$ cat config.mk
export PLATFORM = sky130hd
export DESIGN_NAME = lc3_mem_ctrl_flat
export DESIGN_NICKNAME = d
export VERILOG_FILES = /design/src/rtl/lc3_mem_pkg.sv /design/src/rtl/lc3_mem_ctrl_if.sv /design/src/rtl/lc3_mmio_regs.sv /design/src/rtl/lc3_mem_ctrl.sv /design/src/flat_wrapper.sv
export SDC_FILE = /design/constraint.sdc
export NUM_CORES = 1
export LEC_CHECK = 0
export CORE_UTILIZATION = 30
export DETAILED_ROUTE_END_ITERATION = 10
export SLEW_MARGIN = 20
export SYNTH_ARGS = -nofsm -noshare
export SYNTH_HDL_FRONTEND = slang
export SYNTH_HIERARCHICAL = 1
export SYNTH_SLANG_ARGS = --single-unit
export TNS_END_PERCENT = 5
$ cat constraint.sdc
create_clock -name clk -period 2.2 [get_ports clk]
set_input_delay 0.44 -clock clk [delete_from_list [all_inputs] [get_ports clk]]
set_output_delay 0.44 -clock clk [all_outputs]
set_load 0.02 [all_outputs]
$ cat src/rtl/lc3_mem_pkg.sv
// -----------------------------------------------------------------------------
// lc3_mem_pkg
// Shared definitions for the LC-3 memory-side responder: the access FSM state
// type and the memory-mapped I/O address map (keyboard and display registers).
// -----------------------------------------------------------------------------
package lc3_mem_pkg;

   typedef enum logic [1:0] {
      ST_IDLE,
      ST_WAIT,
      ST_DONE
   } state_t;

   // Everything at or above this address is MMIO, never RAM.
   localparam logic [15:0] MMIO_BASE = 16'hFE00;

   localparam logic [15:0] KBSR_ADDR = 16'hFE00;
   localparam logic [15:0] KBDR_ADDR = 16'hFE02;
   localparam logic [15:0] DSR_ADDR  = 16'hFE04;
   localparam logic [15:0] DDR_ADDR  = 16'hFE06;

endpackage

$ cat src/rtl/lc3_mem_ctrl_if.sv
// -----------------------------------------------------------------------------
// lc3_mem_ctrl_if
// MAR/MDR access bus between the LC-3 control unit (master) and the memory
// responder (slave).
//   mio_en   : access request, held by the master until it sees ready
//   r_w      : 1 = write, 0 = read
//   mar      : access address
//   mdr_in   : write data
//   mem_data : read result, holds until the next read completes
//   ready    : one-cycle completion pulse (LC-3 R)
// -----------------------------------------------------------------------------
interface lc3_mem_ctrl_if #(
   parameter int ADDR_WIDTH = 16,
   parameter int DATA_WIDTH = 16
);

   logic                  mio_en;
   logic                  r_w;
   logic [ADDR_WIDTH-1:0] mar;
   logic [DATA_WIDTH-1:0] mdr_in;
   logic [DATA_WIDTH-1:0] mem_data;
   logic                  ready;

   modport master (
      output mio_en, r_w, mar, mdr_in,
      input  mem_data, ready
   );

   modport slave (
      input  mio_en, r_w, mar, mdr_in,
      output mem_data, ready
   );

endinterface

$ cat src/rtl/lc3_mmio_regs.sv
// -----------------------------------------------------------------------------
// lc3_mmio_regs
// Keyboard receive buffer, display holding register and the MMIO read mux.
//   clk, rst_n  : clock, asynchronous active-low reset
//   addr        : registered access address from the controller
//   is_write    : latched access direction
//   commit      : high in the controller's DONE cycle; side effects land on
//                 the edge that ends it
//   wdata       : low byte of the latched write data
//   rdata       : MMIO read value for addr (0 for unmapped addresses)
//   kb_valid/kb_data       : keyboard character strobe and character
//   disp_valid/disp_data   : pending display character
//   disp_ready             : display consumes the character when high with
//                            disp_valid
// -----------------------------------------------------------------------------
module lc3_mmio_regs
   import lc3_mem_pkg::*;
#(
   parameter int ADDR_WIDTH = 16,
   parameter int DATA_WIDTH = 16
) (
   input  logic                  clk,
   input  logic                  rst_n,
   input  logic [ADDR_WIDTH-1:0] addr,
   input  logic                  is_write,
   input  logic                  commit,
   input  logic [7:0]            wdata,
   output logic [DATA_WIDTH-1:0] rdata,
   input  logic                  kb_valid,
   input  logic [7:0]            kb_data,
   output logic                  disp_valid,
   output logic [7:0]            disp_data,
   input  logic                  disp_ready
);

   logic       kb_full;
   logic [7:0] kb_buf;

   logic sel_kbsr, sel_kbdr, sel_dsr, sel_ddr;
   logic kb_clr, ddr_wr;

   assign sel_kbsr = (addr == ADDR_WIDTH'(KBSR_ADDR));
   assign sel_kbdr = (addr == ADDR_WIDTH'(KBDR_ADDR));
   assign sel_dsr  = (addr == ADDR_WIDTH'(DSR_ADDR));
   assign sel_ddr  = (addr == ADDR_WIDTH'(DDR_ADDR));

   assign kb_clr = commit && !is_write && sel_kbdr;
   assign ddr_wr = commit &&  is_write && sel_ddr;

   always_comb begin
      rdata = '0;
      if (sel_kbsr) begin
         rdata[DATA_WIDTH-1] = kb_full;
      end else if (sel_kbdr) begin
         rdata[7:0] = kb_buf;
      end else if (sel_dsr) begin
         rdata[DATA_WIDTH-1] = ~disp_valid;
      end
   end

   // A character arriving on the same edge as a KBDR-read clear wins: the
   // buffer reloads and stays full. While full, new characters are dropped.
   always_ff @(posedge clk or negedge rst_n) begin
      if (!rst_n) begin
         kb_full <= 1'b0;
         kb_buf  <= '0;
      end else if (kb_valid && (!kb_full || kb_clr)) begin
         kb_full <= 1'b1;
         kb_buf  <= kb_data;
      end else if (kb_clr) begin
         kb_full <= 1'b0;
      end
   end

   // DDR writes are dropped while a character is still pending, so
   // disp_data never changes under the display's feet.
   always_ff @(posedge clk or negedge rst_n) begin
      if (!rst_n) begin
         disp_valid <= 1'b0;
         disp_data  <= '0;
      end else if (disp_valid) begin
         if (disp_ready) begin
            disp_valid <= 1'b0;
         end
      end else if (ddr_wr) begin
         disp_valid <= 1'b1;
         disp_data  <= wdata;
      end
   end

endmodule

$ cat src/rtl/lc3_mem_ctrl.sv
// -----------------------------------------------------------------------------
// lc3_mem_ctrl
// Memory-side responder for the LC-3 MAR/MDR bus. Takes one access at a time,
// completes it against a synchronous-read RAM or the MMIO registers, and
// pulses ready LATENCY cycles after the request is sampled.
//   clk, rst_n        : clock, asynchronous active-low reset
//   bus (slave)       : mio_en, r_w, mar, mdr_in in; mem_data, ready out
//   ram_addr/ram_wdata: registered RAM address and write data
//   ram_we            : one-cycle RAM write strobe (RAM addresses only)
//   ram_rdata         : RAM read data, valid one cycle after ram_addr
//   kb_valid/kb_data  : keyboard input
//   disp_valid/disp_data/disp_ready : display output handshake
// -----------------------------------------------------------------------------
module lc3_mem_ctrl
   import lc3_mem_pkg::*;
#(
   parameter int LATENCY    = 4,
   parameter int ADDR_WIDTH = 16,
   parameter int DATA_WIDTH = 16
) (
   input  logic                  clk,
   input  logic                  rst_n,
   lc3_mem_ctrl_if.slave         bus,
   output logic [ADDR_WIDTH-1:0] ram_addr,
   output logic                  ram_we,
   output logic [DATA_WIDTH-1:0] ram_wdata,
   input  logic [DATA_WIDTH-1:0] ram_rdata,
   input  logic                  kb_valid,
   input  logic [7:0]            kb_data,
   output logic                  disp_valid,
   output logic [7:0]            disp_data,
   input  logic                  disp_ready
);

   localparam int               CNT_W    = $clog2(LATENCY);
   localparam logic [CNT_W-1:0] CNT_LOAD = CNT_W'(LATENCY - 2);

   state_t                state;
   logic [CNT_W-1:0]      cnt;
   logic                  is_write;
   logic                  is_ram;
   logic [DATA_WIDTH-1:0] mmio_rdata;

   assign is_ram = (ram_addr < ADDR_WIDTH'(MMIO_BASE));

   lc3_mmio_regs #(
      .ADDR_WIDTH (ADDR_WIDTH),
      .DATA_WIDTH (DATA_WIDTH)
   ) u_mmio (
      .clk        (clk),
      .rst_n      (rst_n),
      .addr       (ram_addr),
      .is_write   (is_write),
      .commit     (state == ST_DONE),
      .wdata      (ram_wdata[7:0]),
      .rdata      (mmio_rdata),
      .kb_valid   (kb_valid),
      .kb_data    (kb_data),
      .disp_valid (disp_valid),
      .disp_data  (disp_data),
      .disp_ready (disp_ready)
   );

   // ram_addr is stable from the IDLE->WAIT edge, so ram_rdata is valid well
   // before the WAIT->DONE capture edge. ram_we is raised on the edge where
   // the counter reaches 0, making it high during the last WAIT cycle so the
   // RAM commits on the WAIT->DONE edge.
   always_ff @(posedge clk or negedge rst_n) begin
      if (!rst_n) begin
         state        <= ST_IDLE;
         cnt          <= '0;
         is_write     <= 1'b0;
         ram_addr     <= '0;
         ram_wdata    <= '0;
         ram_we       <= 1'b0;
         bus.ready    <= 1'b0;
         bus.mem_data <= '0;
      end else begin
         ram_we    <= 1'b0;
         bus.ready <= 1'b0;
         case (state)
            ST_IDLE: begin
               if (bus.mio_en) begin
                  ram_addr  <= bus.mar;
                  ram_wdata <= bus.mdr_in;
                  is_write  <= bus.r_w;
                  cnt       <= CNT_LOAD;
                  state     <= ST_WAIT;
               end
            end
            ST_WAIT: begin
               if (cnt == '0) begin
                  state     <= ST_DONE;
                  bus.ready <= 1'b1;
                  if (!is_write) begin
                     bus.mem_data <= is_ram ? ram_rdata : mmio_rdata;
                  end
               end else begin
                  cnt <= cnt - 1'b1;
                  if (cnt == CNT_W'(1) && is_write && is_ram) begin
                     ram_we <= 1'b1;
                  end
               end
            end
            ST_DONE: begin
               state <= ST_IDLE;
            end
            default: begin
               state <= ST_IDLE;
            end
         endcase
      end
   end

endmodule

$ cat src/flat_wrapper.sv
// flat-port wrapper written by rule: the top's interface ports become plain ports
module lc3_mem_ctrl_flat import lc3_mem_pkg::*;
#(
   parameter int LATENCY    = 4,
   parameter int ADDR_WIDTH = 16,
   parameter int DATA_WIDTH = 16
)
  (clk, rst_n, ram_addr, ram_we, ram_wdata, ram_rdata, kb_valid, kb_data, disp_valid, disp_data, disp_ready, bus_mio_en, bus_r_w, bus_mar, bus_mdr_in, bus_mem_data, bus_ready);
  lc3_mem_ctrl_if #(.ADDR_WIDTH(ADDR_WIDTH), .DATA_WIDTH(DATA_WIDTH)) bus_i ();
  input  logic clk;
  input  logic rst_n;
  output logic [ADDR_WIDTH-1:0] ram_addr;
  output logic ram_we;
  output logic [DATA_WIDTH-1:0] ram_wdata;
  input  logic [DATA_WIDTH-1:0] ram_rdata;
  input  logic kb_valid;
  input  logic [7:0] kb_data;
  output logic disp_valid;
  output logic [7:0] disp_data;
  input  logic disp_ready;
  input wire logic [$bits(bus_i.mio_en)-1:0] bus_mio_en;
  input wire logic [$bits(bus_i.r_w)-1:0] bus_r_w;
  input wire logic [$bits(bus_i.mar)-1:0] bus_mar;
  input wire logic [$bits(bus_i.mdr_in)-1:0] bus_mdr_in;
  output wire logic [$bits(bus_i.mem_data)-1:0] bus_mem_data;
  output wire logic [$bits(bus_i.ready)-1:0] bus_ready;
  assign bus_i.mio_en = bus_mio_en;
  assign bus_i.r_w = bus_r_w;
  assign bus_i.mar = bus_mar;
  assign bus_i.mdr_in = bus_mdr_in;
  assign bus_mem_data = bus_i.mem_data;
  assign bus_ready = bus_i.ready;
  lc3_mem_ctrl #(.LATENCY(LATENCY), .ADDR_WIDTH(ADDR_WIDTH), .DATA_WIDTH(DATA_WIDTH)) u_core (.clk(clk), .rst_n(rst_n), .bus(bus_i), .ram_addr(ram_addr), .ram_we(ram_we), .ram_wdata(ram_wdata), .ram_rdata(ram_rdata), .kb_valid(kb_valid), .kb_data(kb_data), .disp_valid(disp_valid), .disp_data(disp_data), .disp_ready(disp_ready));
endmodule
==> impl_results.rst, run 1 <==
.. list-table::
   :header-rows: 1

   * - Metric
     - Value
   * - Sw Ratio
     - 0.357
   * - Die W
     - 110 microns
   * - Estimated wirelength of the detail-placed design
     - 6.69 mm
   * - Detailed-route DRC error count
     - 0
   * - Final cell area excluding filler cells
     - slightly above 5000 sq um
   * - Total count of max-transition violations in the final report
     - 0
   * - Cell breakdown of the critical path
     - nor4_4, nand4_1, a2111oi_0, a41oi_1, a21oi_1
   * - Sequential-to-total area share from yosys stat
     - 0.525
   * - Count of synthesis-stage warnings from yosys
     - 6
   * - Static Leakage
     - 0.00208 uW
   * - Post-route ant nets
     - 0
   * - # port buffers
     - 120
   * - Relative max-transition margin
     - 0.588
   * - Share of flip-flops with an asynchronous set or reset after synthesis
     - 1.00
   * - Most frequent standard cell in the layout excluding fill and tap cells
     - clkdlybuf4s50_1
   * - Delay contributed by the slowest stage of the critical path
     - 0.55 ns
   * - Mapped Area
     - about 3500 sq um
   * - Drt pass-1 iters
     - 4
   * - Proportion of layout cells with a drive suffix above 1
     - 0.176
   * - Via density per instance
     - 5.00
   * - Biggest area consumer among synthesized cells
     - dfrtp_1
   * - Final Hold Slack
     - 0.0570 ns
   * - Final worst path period need
     - about 2.0 ns
   * - Max Fclk
     - 505 MHz
   * - Routed WL per cell
     - 16.4 microns
   * - Flip-flop and latch count after synthesis
     - 73
   * - Largest cells by area after synthesis
     - dfrtp_1 52%, mux2_2 13%, a41oi_1 3.5%
   * - Crit path arrival time
     - roughly 2.2 ns
   * - Worst path buffer plus inverter count
     - 0
   * - Final Power
     - 6610 uW
   * - Portion of total power attributed to combinational logic
     - 0.422
   * - H-tree depth
     - 3
   * - Setup repair after global routing missed its margin
     - false
   * - CP max-delay cell
     - a2111oi_0
   * - Number of setup buffers added after CTS
     - 0
   * - Net switching component of the power
     - 2360 uW
   * - Row count
     - 38
   * - Wire length of the first global-routing pass
     - 14.9 mm
   * - Actual slew at the worst max-slew pin
     - around 0.62 ns
   * - Total wire length
     - 9.37 mm
   * - Source-to-sink clock delay at the later pin of the worst-skew pair
     - 0.33 ns
   * - Layout Skew
     - 0.00941 ns
   * - Nature of the critical path startpoint
     - register
   * - Critical path fanouts, max
     - 3
   * - Pin count of the biggest net entering global routing
     - 35
   * - Cell area after placement
     - 4810 sq um
   * - Cell count after synthesis
     - 302
   * - Global placement routability congestion
     - 0.778
   * - Growth of design area from synthesis to finish
     - 47.4%
   * - Buffer depth of the longest clock path
     - 2
   * - Most used cells in the layout excluding fill and tap cells
     - 119 x clkdlybuf4s50_1, 73 x dfrtp_1, 39 x mux2_2
   * - Mean post-synth cell area
     - about 12 sq um
   * - Final worst-path cycle share
     - 0.900
   * - Peak ir drop on the vdd network
     - 791 uV
   * - Internal Pwr Total
     - 4250 uW
   * - CP Class
     - register to register
   * - Clock input transition at the sequential cells of the worst setup and hold paths
     - 0.06 ns
   * - Detailed Route Iter0 Violations
     - 145
   * - Ratio of total power to cell area
     - 1290 nW/um^2
   * - CTS tree
     - done
   * - Antenna violations before repair
     - 0
   * - Area of the die
     - 12000 sq um
   * - Effective utilization at floorplan
     - 0.314
   * - Number of antenna diodes
     - 0
   * - Critical path's top delay family
     - compound AO/OA/AOI/OAI gates
   * - Post-layout net count
     - 490
   * - Count of instances resized after the clock tree is built
     - 0
   * - Number of clock buffers inserted by TritonCTS
     - 9
   * - Via total after detailed routing
     - approximately 2900
   * - Count of final setup violators
     - 0
   * - Setup TNS
     - 0 ns
   * - Total of hold buffers inserted after clock tree synthesis
     - 0
   * - CP required
     - 2.45 ns
   * - Core ar.
     - ~11000 sq um
   * - Register share of total power
     - 0.342
   * - Number of max-capacitance violations reported
     - 0
   * - Distinct cell type count of the synthesized netlist
     - 39
   * - Worst min path class
     - primary input to asynchronous set/reset pin
   * - Fraction of post-synthesis cell area in the top cell type by area
     - 0.525
   * - Gr ovfl total
     - 0
   * - Final hold viol count
     - 0
   * - Number of flops mapped to enable cells by yosys
     - 0
   * - Clock Sinks
     - 73
   * - Type of element capturing the critical path
     - register
   * - Via count of the first global-routing pass
     - 2970
   * - Most common flop cell mapped by yosys
     - dfrtp_1
   * - Cell at the root of the clock tree
     - clkbuf_16
   * - Global-route total usage across every layer
     - 0.163
   * - I/O pin count
     - 121
   * - Outcome
     - completed
   * - Clock share of power
     - 0.236
   * - Chip Height
     - approximately 110 microns
[through the flow]
step                      setup slack (ns)   util  instances
final                                0.220  0.463        571
after floorplan                      0.369      -        308
after global routing                0.0623  0.463        571
after CTS                            0.170  0.463        571
after global placement               0.234  0.434        555
after detailed placement             0.199  0.434        555
[routing by layer]
metal  GRT usage  up-vias  wire [microns]
li1            -     1348               -
met1       0.202     1390            4060
met2       0.267      112            4480
met3      0.0575        4             779
met4      0.0457        0              55
met5           0        -               0
[worst reg2reg max path, stage by stage (launching register included)]
cell and delay (ns):
dfrtp_1 0.42, nor4_4 0.35, nand4_1 0.22, a2111oi_0 0.55, a41oi_1 0.20, a21oi_1 0.18
[worst paths after layout]
check	startpoint	endpoint	slack, ns	cells after the start
min in group clk	u_core/ram_wdata[8]	u_core/ram_wdata[8]	0.51	1
max reg2reg	u_core/ram_addr[5]	u_core/bus.mem_data[15]	0.22	5
max in group asynchronous	rst_n	u_core/bus.mem_data[2]	1.50	2
min	rst_n	u_core/bus.mem_data[9]	0.06	1
max	u_core/ram_addr[5]	u_core/bus.mem_data[15]	0.22	5
min reg2reg	u_core/ram_wdata[8]	u_core/ram_wdata[8]	0.51	1
[cells in the mapped netlist, types with 3 or more instances]
library cell / instances
a21oi_1: 14
a222oi_1: 8
a41oi_1: 14
and2_1: 17
buf_2: 4
buf_4: 10
buf_6: 4
clkbuf_1: 5
dfrtp_1: 73
inv_1: 3
mux2_2: 39
nand2_1: 19
nand3_1: 9
nand4_1: 7
nor2_1: 20
o21ai_0: 18
or3_1: 8
[cells by family after synthesis]
logic type | synth area share
buf+inv | 0.0529
flops | 0.525
compound gates | 0.119
mux | 0.133
other cells | 0.00108
fa+ha+maj | 0.00719
simple gates | 0.163
[registers in the layout, summed over array words and instances, names as in the netlist]
signal                    cells
u_core/ram_addr              16
u_core/ram_wdata             16
u_core/bus.mem_data          16
u_core/cnt                    2
u_core/u_mmio/kb_buf          8
u_core/bus.ready              1
u_core/u_mmio/kb_full         1
u_core/u_mmio/disp_valid      1
u_core/is_write               1
u_core/state                  2
u_core/u_mmio/disp_data       8
u_core/ram_we                 1
[power by group through the flow]
stage,Combinational (uW),Sequential [uW],Clock (uW)
CTS,2820,2270,1600
finish,2790,2260,1560
detailed placement,2800,2300,0
global placement,2770,2270,0
global route,3000,2350,1660
floorplan,1030,2750,0
[area by class of cell]
class                   count  area [sq um]
clock buffers               9           225
inverters                   4          15.0
well taps                 140           175
multi-input cells         206          1490
fillers                  1057          5950
repair buffers            132          1300
flip-flops and latches     73          1830
clock inverters             7          95.1
(Power assumes the default switching activity.)
==> run 2: changes to the inputs <==
- CAP_MARGIN: not set -> 0
- DONT_BUFFER_PORTS: not set -> 1
- SKIP_LAST_GASP: not set -> 1
==> run 2 against run 1 <==
  * The run now ends with negative hold slack left
  * Register-to-register slack about the same
  * Design area decreased by 23%
  * Largest cell class unchanged
  * Total power decreased by 15%
  * Critical endpoint is now u_core/u_mmio/disp_data[0]
  * Sequential cell count unchanged
  * Critical path depth unchanged
  * Setup slack got worse by 0.0051 ns
  * Sequential power increased by 22%
  * Critical path type unchanged
  * Fmax decreased by 0.26%
  * Global-route usage decreased by 1.5 points
  * Sequential share of layout area increased by 11 points
==> impl_results.rst, run 2 (same netlist as run 1, synthesis figures left out) <==
.. list-table::
   :header-rows: 1

   * - Metric
     - Value
   * - Outcome
     - finished with violations (was completed)
   * - Violated checks
     - negative hold slack
   * - Total wire length
     - 8.49 mm (was 9.37 mm)
   * - Capturing instance or port of the critical path
     - u_core/u_mmio/disp_data[0] (was u_core/bus.mem_data[15])
   * - Wire length of the first global-routing pass
     - 13.0 mm (was 14.9 mm)
   * - Final critical-path setup slack
     - 0.215 ns (was 0.220 ns)
   * - Final worst path period need
     - 1.98 ns (about the same)
   * - Placed cell count
     - 435 (was 555)
   * - Buffer depth of the longest clock path
     - 2 (unchanged)
   * - Detailed-route DRC error count
     - 0 (unchanged)
   * - CP max-delay cell
     - dfrtp_1 (was a2111oi_0)
   * - CP required
     - 2.41 ns (was 2.45 ns)
   * - Growth of design area from synthesis to finish
     - 13.0% (was 47.4%)
   * - Relative max-transition margin
     - 0.584 (was 0.588)
   * - Cell breakdown of the critical path
     - nor4_4, nand4_1, nor3_4, buf_4, mux2_2 (was nor4_4, nand4_1, a2111oi_0, a41oi_1, a21oi_1)
   * - Pin count of the biggest net entering global routing
     - 74 (was 35)
   * - Post-route ant nets
     - 0 (unchanged)
   * - Via count of the first global-routing pass
     - 2430 (was 2970)
   * - Final worst-path cycle share
     - 0.902 (was 0.900)
   * - CTS tree
     - done (unchanged)
   * - Net switching component of the power
     - 2240 uW (was 2360 uW)
   * - Global-route total usage across every layer
     - 0.147 (was 0.163)
   * - Die W
     - 110 microns (unchanged)
   * - Via total after detailed routing
     - 2416 (was 2854)
   * - Clock Sinks
     - 73 (unchanged)
   * - Number of max-capacitance violations reported
     - 0 (unchanged)
   * - Setup repair after global routing missed its margin
     - false (unchanged)
   * - Final hold viol count
     - 10 (was 0)
   * - Antenna violations before repair
     - 0 (unchanged)
   * - # port buffers
     - 0 (was 120)
   * - Origin of the worst setup path
     - u_core/ram_addr[5] (unchanged)
   * - Type of element capturing the critical path
     - register (unchanged)
   * - Non-filler cells, final
     - 452 (was 571)
   * - Registers with the highest flip-flop counts
     - u_core/bus.mem_data (16), u_core/ram_addr (16), u_core/ram_wdata (16) (unchanged)
   * - Critical path fanouts, max
     - 9 (was 3)
   * - Most used cells in the layout excluding fill and tap cells
     - 73 x dfrtp_1, 39 x mux2_2, 20 x nor2_1 (was 119 x clkdlybuf4s50_1, 73 x dfrtp_1, 39 x mux2_2)
   * - Number of gates on the worst path with buffers counted
     - 5 (unchanged)
   * - Source-to-sink clock delay at the later pin of the worst-skew pair
     - 0.33 ns (about the same)
   * - Number of antenna diodes
     - 0 (unchanged)
   * - Effective utilization at floorplan
     - 0.314 (unchanged)
   * - Clock input transition at the sequential cells of the worst setup and hold paths
     - 0.06 ns (about the same)
   * - Number of setup buffers added after CTS
     - 0 (unchanged)
   * - Max Fclk
     - 504 MHz (was 505 MHz)
   * - Number of clock buffers inserted by TritonCTS
     - 9 (unchanged)
   * - Post-layout net count
     - 371 (was 490)
   * - Actual slew at the worst max-slew pin
     - 0.624 ns (was 0.616 ns)
   * - Crit path arrival time
     - 2.20 ns (was 2.23 ns)
   * - Register share of total power
     - 0.490 (was 0.342)
   * - Setup slack at placement
     - 0.217 ns (was 0.199 ns)
   * - Portion of total power attributed to combinational logic
     - 0.248 (was 0.422)
   * - CP Class
     - register to register (unchanged)
   * - Most frequent standard cell in the layout excluding fill and tap cells
     - dfrtp_1 (was clkdlybuf4s50_1)
   * - Reg2reg end
     - u_core/u_mmio/disp_data[0] (was u_core/bus.mem_data[15])
   * - Worst reg-to-reg path cell count
     - 5 (unchanged)
   * - Chip Height
     - 110 microns (unchanged)
   * - Nature of the critical path startpoint
     - register (unchanged)
   * - H-tree depth
     - 3 (unchanged)
   * - Internal Pwr Total
     - 3400 uW (was 4250 uW)
   * - Total count of max-transition violations in the final report
     - 0 (unchanged)
   * - Critical path's top delay family
     - simple AND/OR/NAND/NOR gates (was compound AO/OA/AOI/OAI gates)
   * - Final Hold Slack
     - -0.0194 ns (was 0.0570 ns)
   * - Peak ir drop on the vdd network
     - 769 uV (was 791 uV)
   * - Delay contributed by the slowest stage of the critical path
     - 0.49 ns (was 0.55 ns)
   * - Estimated wirelength of the detail-placed design
     - 5.91 mm (was 6.69 mm)
   * - Clock share of power
     - 0.262 (was 0.236)
   * - I/O pin count
     - 121 (unchanged)
   * - Static Leakage
     - 0.00161 uW (was 0.00208 uW)
   * - Setup TNS
     - 0 ns (unchanged)
   * - Detailed Route Iter0 Violations
     - 117 (was 145)
   * - Worst min path class
     - primary input to asynchronous set/reset pin (unchanged)
   * - Core ar.
     - 11100 sq um (unchanged)
   * - Final Util
     - 0.355 (was 0.463)
   * - Final Power
     - 5650 uW (was 6610 uW)
   * - Area of the die
     - 12000 sq um (unchanged)
   * - Count of final setup violators
     - 0 (unchanged)
   * - Layout Skew
     - 0.00793 ns (was 0.00941 ns)
   * - Ratio of total power to cell area
     - 1440 nW/um^2 (was 1290 nW/um^2)
   * - Sw Ratio
     - 0.397 (was 0.357)
   * - Global placement routability congestion
     - 0.706 (was 0.778)
   * - Cell at the root of the clock tree
     - clkbuf_16 (unchanged)
   * - Via density per instance
     - 5.35 (was 5.00)
   * - Gr ovfl total
     - 0 (unchanged)
   * - Routed WL per cell
     - 18.8 microns (was 16.4 microns)
   * - Row count
     - 38 (unchanged)
   * - Critical R2R Launch
     - u_core/ram_addr[5] (unchanged)
   * - Worst reg-to-reg setup slack
     - 0.22 ns (about the same)
   * - Drt pass-1 iters
     - 4 (unchanged)
   * - Worst path buffer plus inverter count
     - 1 (was 0)
   * - Proportion of layout cells with a drive suffix above 1
     - 0.240 (was 0.176)
## run 2: cell count changes in the layout (fill, tap and decap cells not counted)
| cell | delta |
|---|---|
| clkinv_4 | -2 |
| a2111oi_0 | -1 |
| buf_16 | +1 |
| clkbuf_8 | +1 |
| inv_6 | +2 |
| buf_12 | -1 |
| clkinvlp_4 | +1 |
| clkbuf_1 | +1 |
| clkdlybuf4s50_1 | -119 |
| a2111oi_1 | +1 |
| bufinv_16 | -1 |
| clkinv_2 | -2 |
## run 2: layout make-up
type,count,area [sq um]
multi-input combinational,206,1490
tap,140,175
clock buffer,11,243
inverter,4,15.0
clock inverter,5,62.6
timing repair buffer,13,118
sequential,73,1830
fill,1097,7150
## run 2: per-layer routing
layer	vias to the layer above	part of all wire	GRT usage
met5	-	0	0
li1	1113	-	-
met4	0	0.014	0.0486
met2	119	0.47	0.233
met1	1171	0.40	0.178
met3	13	0.11	0.0676
## run 2: through the flow
step / hold WS [ns] / cell area [sq um]
3_5_place_dp: 0.146 / 3600
2_1_floorplan: 0.144 / 3500
3_3_place_gp: 0.146 / 3600
5_1_grt: 0.00539 / 3930
6_report: -0.0194 / 3930
4_1_cts: 0.00837 / 3930
## run 2: how the worst min path moves through the flow
| stage | endpoint | slack (ns) | cells past startpoint |
|---|---|---|---|
| after floorplan | u_core/bus.mem_data[0] | 0.14 | 0 |
| after global placement | u_core/bus.mem_data[11] | 0.15 | 0 |
| after detailed placement | u_core/bus.mem_data[9] | 0.15 | 0 |
| after CTS | u_core/bus.mem_data[5] | 0.008 | 1 |
| after global routing | u_core/bus.mem_data[12] | 0.005 | 1 |
| final | u_core/bus.mem_data[5] | -0.02 | 1 |
## run 2: power by group through the flow
stage / Combinational [uW] / Sequential, uW / Clock, uW
CTS: 1420 / 2790 / 1530
finish: 1400 / 2760 / 1480
floorplan: 1030 / 2750 / 0
global placement: 1330 / 2790 / 0
global route: 1540 / 2860 / 1580
detailed placement: 1380 / 2810 / 0
## run 2: what timing repair did
| action | CTS | global route |
|---|---|---|
| resized for setup | 0 | 1 |
| hold endpoints to repair | 73 | 0 |
| endpoints found under the setup margin | 0 | 1 |
| hold buffers | 1 | 0 |
==> run 3: changes to the inputs <==
- SETUP_SLACK_MARGIN: not set -> 0.15
==> run 3 against run 2 <==
  * Setup slack better by 0.0087 ns
  * Fmax up 0.44%
  * Design area down 0.35%
  * Utilization down 0.12 points
  * Critical endpoint unchanged
  * Clock skew about the same
  * Non-clock buffer count down 1
  * Via count down 1.2%
  * Register-to-register slack about the same
  * The run still ends with negative hold slack left
==> impl_results.rst, run 3 (same netlist as run 1, synthesis figures left out) <==
.. list-table::
   :header-rows: 1

   * - Metric
     - Value
   * - Drt pass-1 iters
     - 4 (unchanged)
   * - Cell breakdown of the critical path
     - nor4_4, nand4_1, nor3_4, buf_4, mux2_2 (unchanged)
   * - Critical path fanouts, max
     - 9 (unchanged)
   * - Global placement routability congestion
     - 0.706 (unchanged)
   * - Source-to-sink clock delay at the later pin of the worst-skew pair
     - 0.33 ns (about the same)
   * - Post-route ant nets
     - 0 (unchanged)
   * - Number of clock buffers inserted by TritonCTS
     - 9 (unchanged)
   * - Capturing instance or port of the critical path
     - u_core/u_mmio/disp_data[0] (unchanged)
   * - Ratio of total power to cell area
     - 1440 nW/um^2 (about the same)
   * - Final worst-path cycle share
     - 0.898 (was 0.902)
   * - Number of max-capacitance violations reported
     - 0 (unchanged)
   * - Relative max-transition margin
     - 0.577 (was 0.584)
   * - Antenna violations before repair
     - 0 (unchanged)
   * - Detailed-route DRC error count
     - 0 (unchanged)
   * - Clock input transition at the sequential cells of the worst setup and hold paths
     - 0.06 ns (about the same)
   * - Non-filler cells, final
     - 451 (was 452)
   * - Delay contributed by the slowest stage of the critical path
     - 0.49 ns (about the same)
   * - Post-layout net count
     - 370 (was 371)
   * - Crit path arrival time
     - 2.19 ns (was 2.20 ns)
   * - CP max-delay cell
     - dfrtp_1 (unchanged)
   * - Type of element capturing the critical path
     - register (unchanged)
   * - Row count
     - 38 (unchanged)
   * - Final hold viol count
     - 73 (was 10)
   * - Gr ovfl total
     - 0 (unchanged)
   * - Total wire length
     - 8.49 mm (about the same)
   * - Estimated wirelength of the detail-placed design
     - 5.91 mm (unchanged)
   * - Max Fclk
     - 506 MHz (was 504 MHz)
   * - H-tree depth
     - 3 (unchanged)
   * - Chip Height
     - 110 microns (unchanged)
   * - Nature of the critical path startpoint
     - register (unchanged)
   * - Core ar.
     - 11100 sq um (unchanged)
   * - Cell area after placement
     - 3600 sq um (unchanged)
   * - Final Power
     - 5630 uW (was 5650 uW)
   * - Worst reg-to-reg setup slack
     - 0.22 ns (about the same)
   * - Critical R2R Launch
     - u_core/ram_addr[4] (was u_core/ram_addr[5])
   * - Peak ir drop on the vdd network
     - 769 uV (about the same)
   * - Origin of the worst setup path
     - u_core/ram_addr[4] (was u_core/ram_addr[5])
   * - Registers with the highest flip-flop counts
     - u_core/bus.mem_data (16), u_core/ram_addr (16), u_core/ram_wdata (16) (unchanged)
   * - Effective utilization at floorplan
     - 0.314 (unchanged)
   * - Number of antenna diodes
     - 0 (unchanged)
   * - Clock Sinks
     - 73 (unchanged)
   * - Number of setup buffers added after CTS
     - 0 (unchanged)
   * - Outcome
     - finished with violations (unchanged)
   * - Proportion of layout cells with a drive suffix above 1
     - 0.251 (was 0.240)
   * - Worst min path class
     - primary input to asynchronous set/reset pin (unchanged)
   * - Setup TNS
     - 0 ns (unchanged)
   * - Count of final setup violators
     - 0 (unchanged)
   * - Layout Skew
     - 0.00834 ns (was 0.00793 ns)
   * - # port buffers
     - 0 (unchanged)
   * - Actual slew at the worst max-slew pin
     - 0.634 ns (was 0.624 ns)
   * - Via density per instance
     - 5.29 (was 5.35)
   * - Area of the die
     - 12000 sq um (unchanged)
   * - CP Class
     - register to register (unchanged)
   * - Die W
     - 110 microns (unchanged)
   * - Detailed Route Iter0 Violations
     - 129 (was 117)
   * - Via count of the first global-routing pass
     - 2420 (was 2430)
   * - Violated checks
     - negative hold slack (unchanged)
   * - Pin count of the biggest net entering global routing
     - 74 (unchanged)
   * - Final worst path period need
     - 1.98 ns (about the same)
   * - Buffer depth of the longest clock path
     - 2 (unchanged)
   * - Routed WL per cell
     - 18.8 microns (about the same)
   * - Most used cells in the layout excluding fill and tap cells
     - 72 x dfrtp_1, 39 x mux2_2, 19 x nor2_1, 19 x nand2_1, 18 x o21ai_0 (was 73 x dfrtp_1, 39 x mux2_2, 20 x nor2_1)
   * - Static Leakage
     - 0.00160 uW (was 0.00161 uW)
   * - CP required
     - 2.41 ns (about the same)
   * - Worst reg-to-reg path cell count
     - 5 (unchanged)
   * - Wire length of the first global-routing pass
     - 13.0 mm (about the same)
   * - Most frequent standard cell in the layout excluding fill and tap cells
     - dfrtp_1 (unchanged)
   * - Growth of design area from synthesis to finish
     - 12.6% (was 13.0%)
   * - I/O pin count
     - 121 (unchanged)
   * - Global-route total usage across every layer
     - 0.147 (about the same)
   * - Reg2reg end
     - u_core/u_mmio/disp_data[0] (unchanged)
   * - Final Hold Slack
     - -0.194 ns (was -0.0194 ns)
   * - Cell at the root of the clock tree
     - clkbuf_16 (unchanged)
   * - Final cell area excluding filler cells
     - 3920 sq um (was 3930 sq um)
   * - Via total after detailed routing
     - 2386 (was 2416)
   * - Placed cell count
     - 435 (unchanged)
   * - CTS tree
     - done (unchanged)
   * - Total count of max-transition violations in the final report
     - 0 (unchanged)
   * - Setup repair after global routing missed its margin
     - true (was false)
[run 3: cell count changes in the layout (fill, tap and decap cells not counted)]
cell | previous run | this run
a2111oi_2 | 0 | 1
dfrtp_2 | 0 | 1
buf_16 | 1 | 0
nand3_2 | 0 | 1
a2111oi_1 | 1 | 0
nand3_1 | 9 | 8
nor2_1 | 20 | 19
dfrtp_1 | 73 | 72
nor2_2 | 0 | 1
[run 3: final cells by class]
class                      count  area (sq um)
fill                        1102          7160
sequential                    73          1830
multi-input combinational    206          1510
clock buffer                  11           243
tap                          140           175
timing repair buffer          12          90.1
clock inverter                 5          62.6
inverter                       4          15.0
[run 3: per-layer routing]
layer | track usage | vias up | wire (microns)
met5 | 0 | - | 0
met4 | 0.0486 | 0 | 110
met3 | 0.0676 | 11 | 909
met2 | 0.234 | 112 | 4040
met1 | 0.175 | 1154 | 3420
li1 | - | 1109 | -
[run 3: what timing repair did]
action                                  4_1_cts  5_1_grt
hold endpoints to repair                     73       73
endpoints found under the setup margin        0       24
resized for setup                             0        5
[run 3: worst max-delay path: cells and delay by family (launching register included)]
| family | cells | cell delay [ns] |
|---|---|---|
| buffers and inverters | 1 | 0.21 |
| muxes | 1 | 0.36 |
| DFF | 1 | 0.49 |
| and+or+nand+nor | 3 | 0.80 |
[run 3: worst min path at each step]
stage	from	to	cells after the start
6_report	rst_n	u_core/bus.mem_data[5]	0
5_1_grt	rst_n	u_core/bus.mem_data[5]	0
4_1_cts	rst_n	u_core/bus.mem_data[5]	0
3_5_place_dp	rst_n	u_core/bus.mem_data[9]	0
3_3_place_gp	rst_n	u_core/bus.mem_data[11]	0
2_1_floorplan	rst_n	u_core/bus.mem_data[0]	0
[run 3: through the flow]
stage | util | setup WS, ns
3_3_place_gp | 0.325 | 0.267
3_5_place_dp | 0.325 | 0.217
2_1_floorplan | - | 0.369
6_report | 0.354 | 0.224
4_1_cts | 0.352 | 0.207
5_1_grt | 0.354 | 0.137
[run 3: power by group]
group          leakage, uW  switching [uW]  internal, uW
Clock             0.000143             566           917
Combinational     0.000614             725           652
Sequential        0.000840             938          1830
Total              0.00160            2230          3400
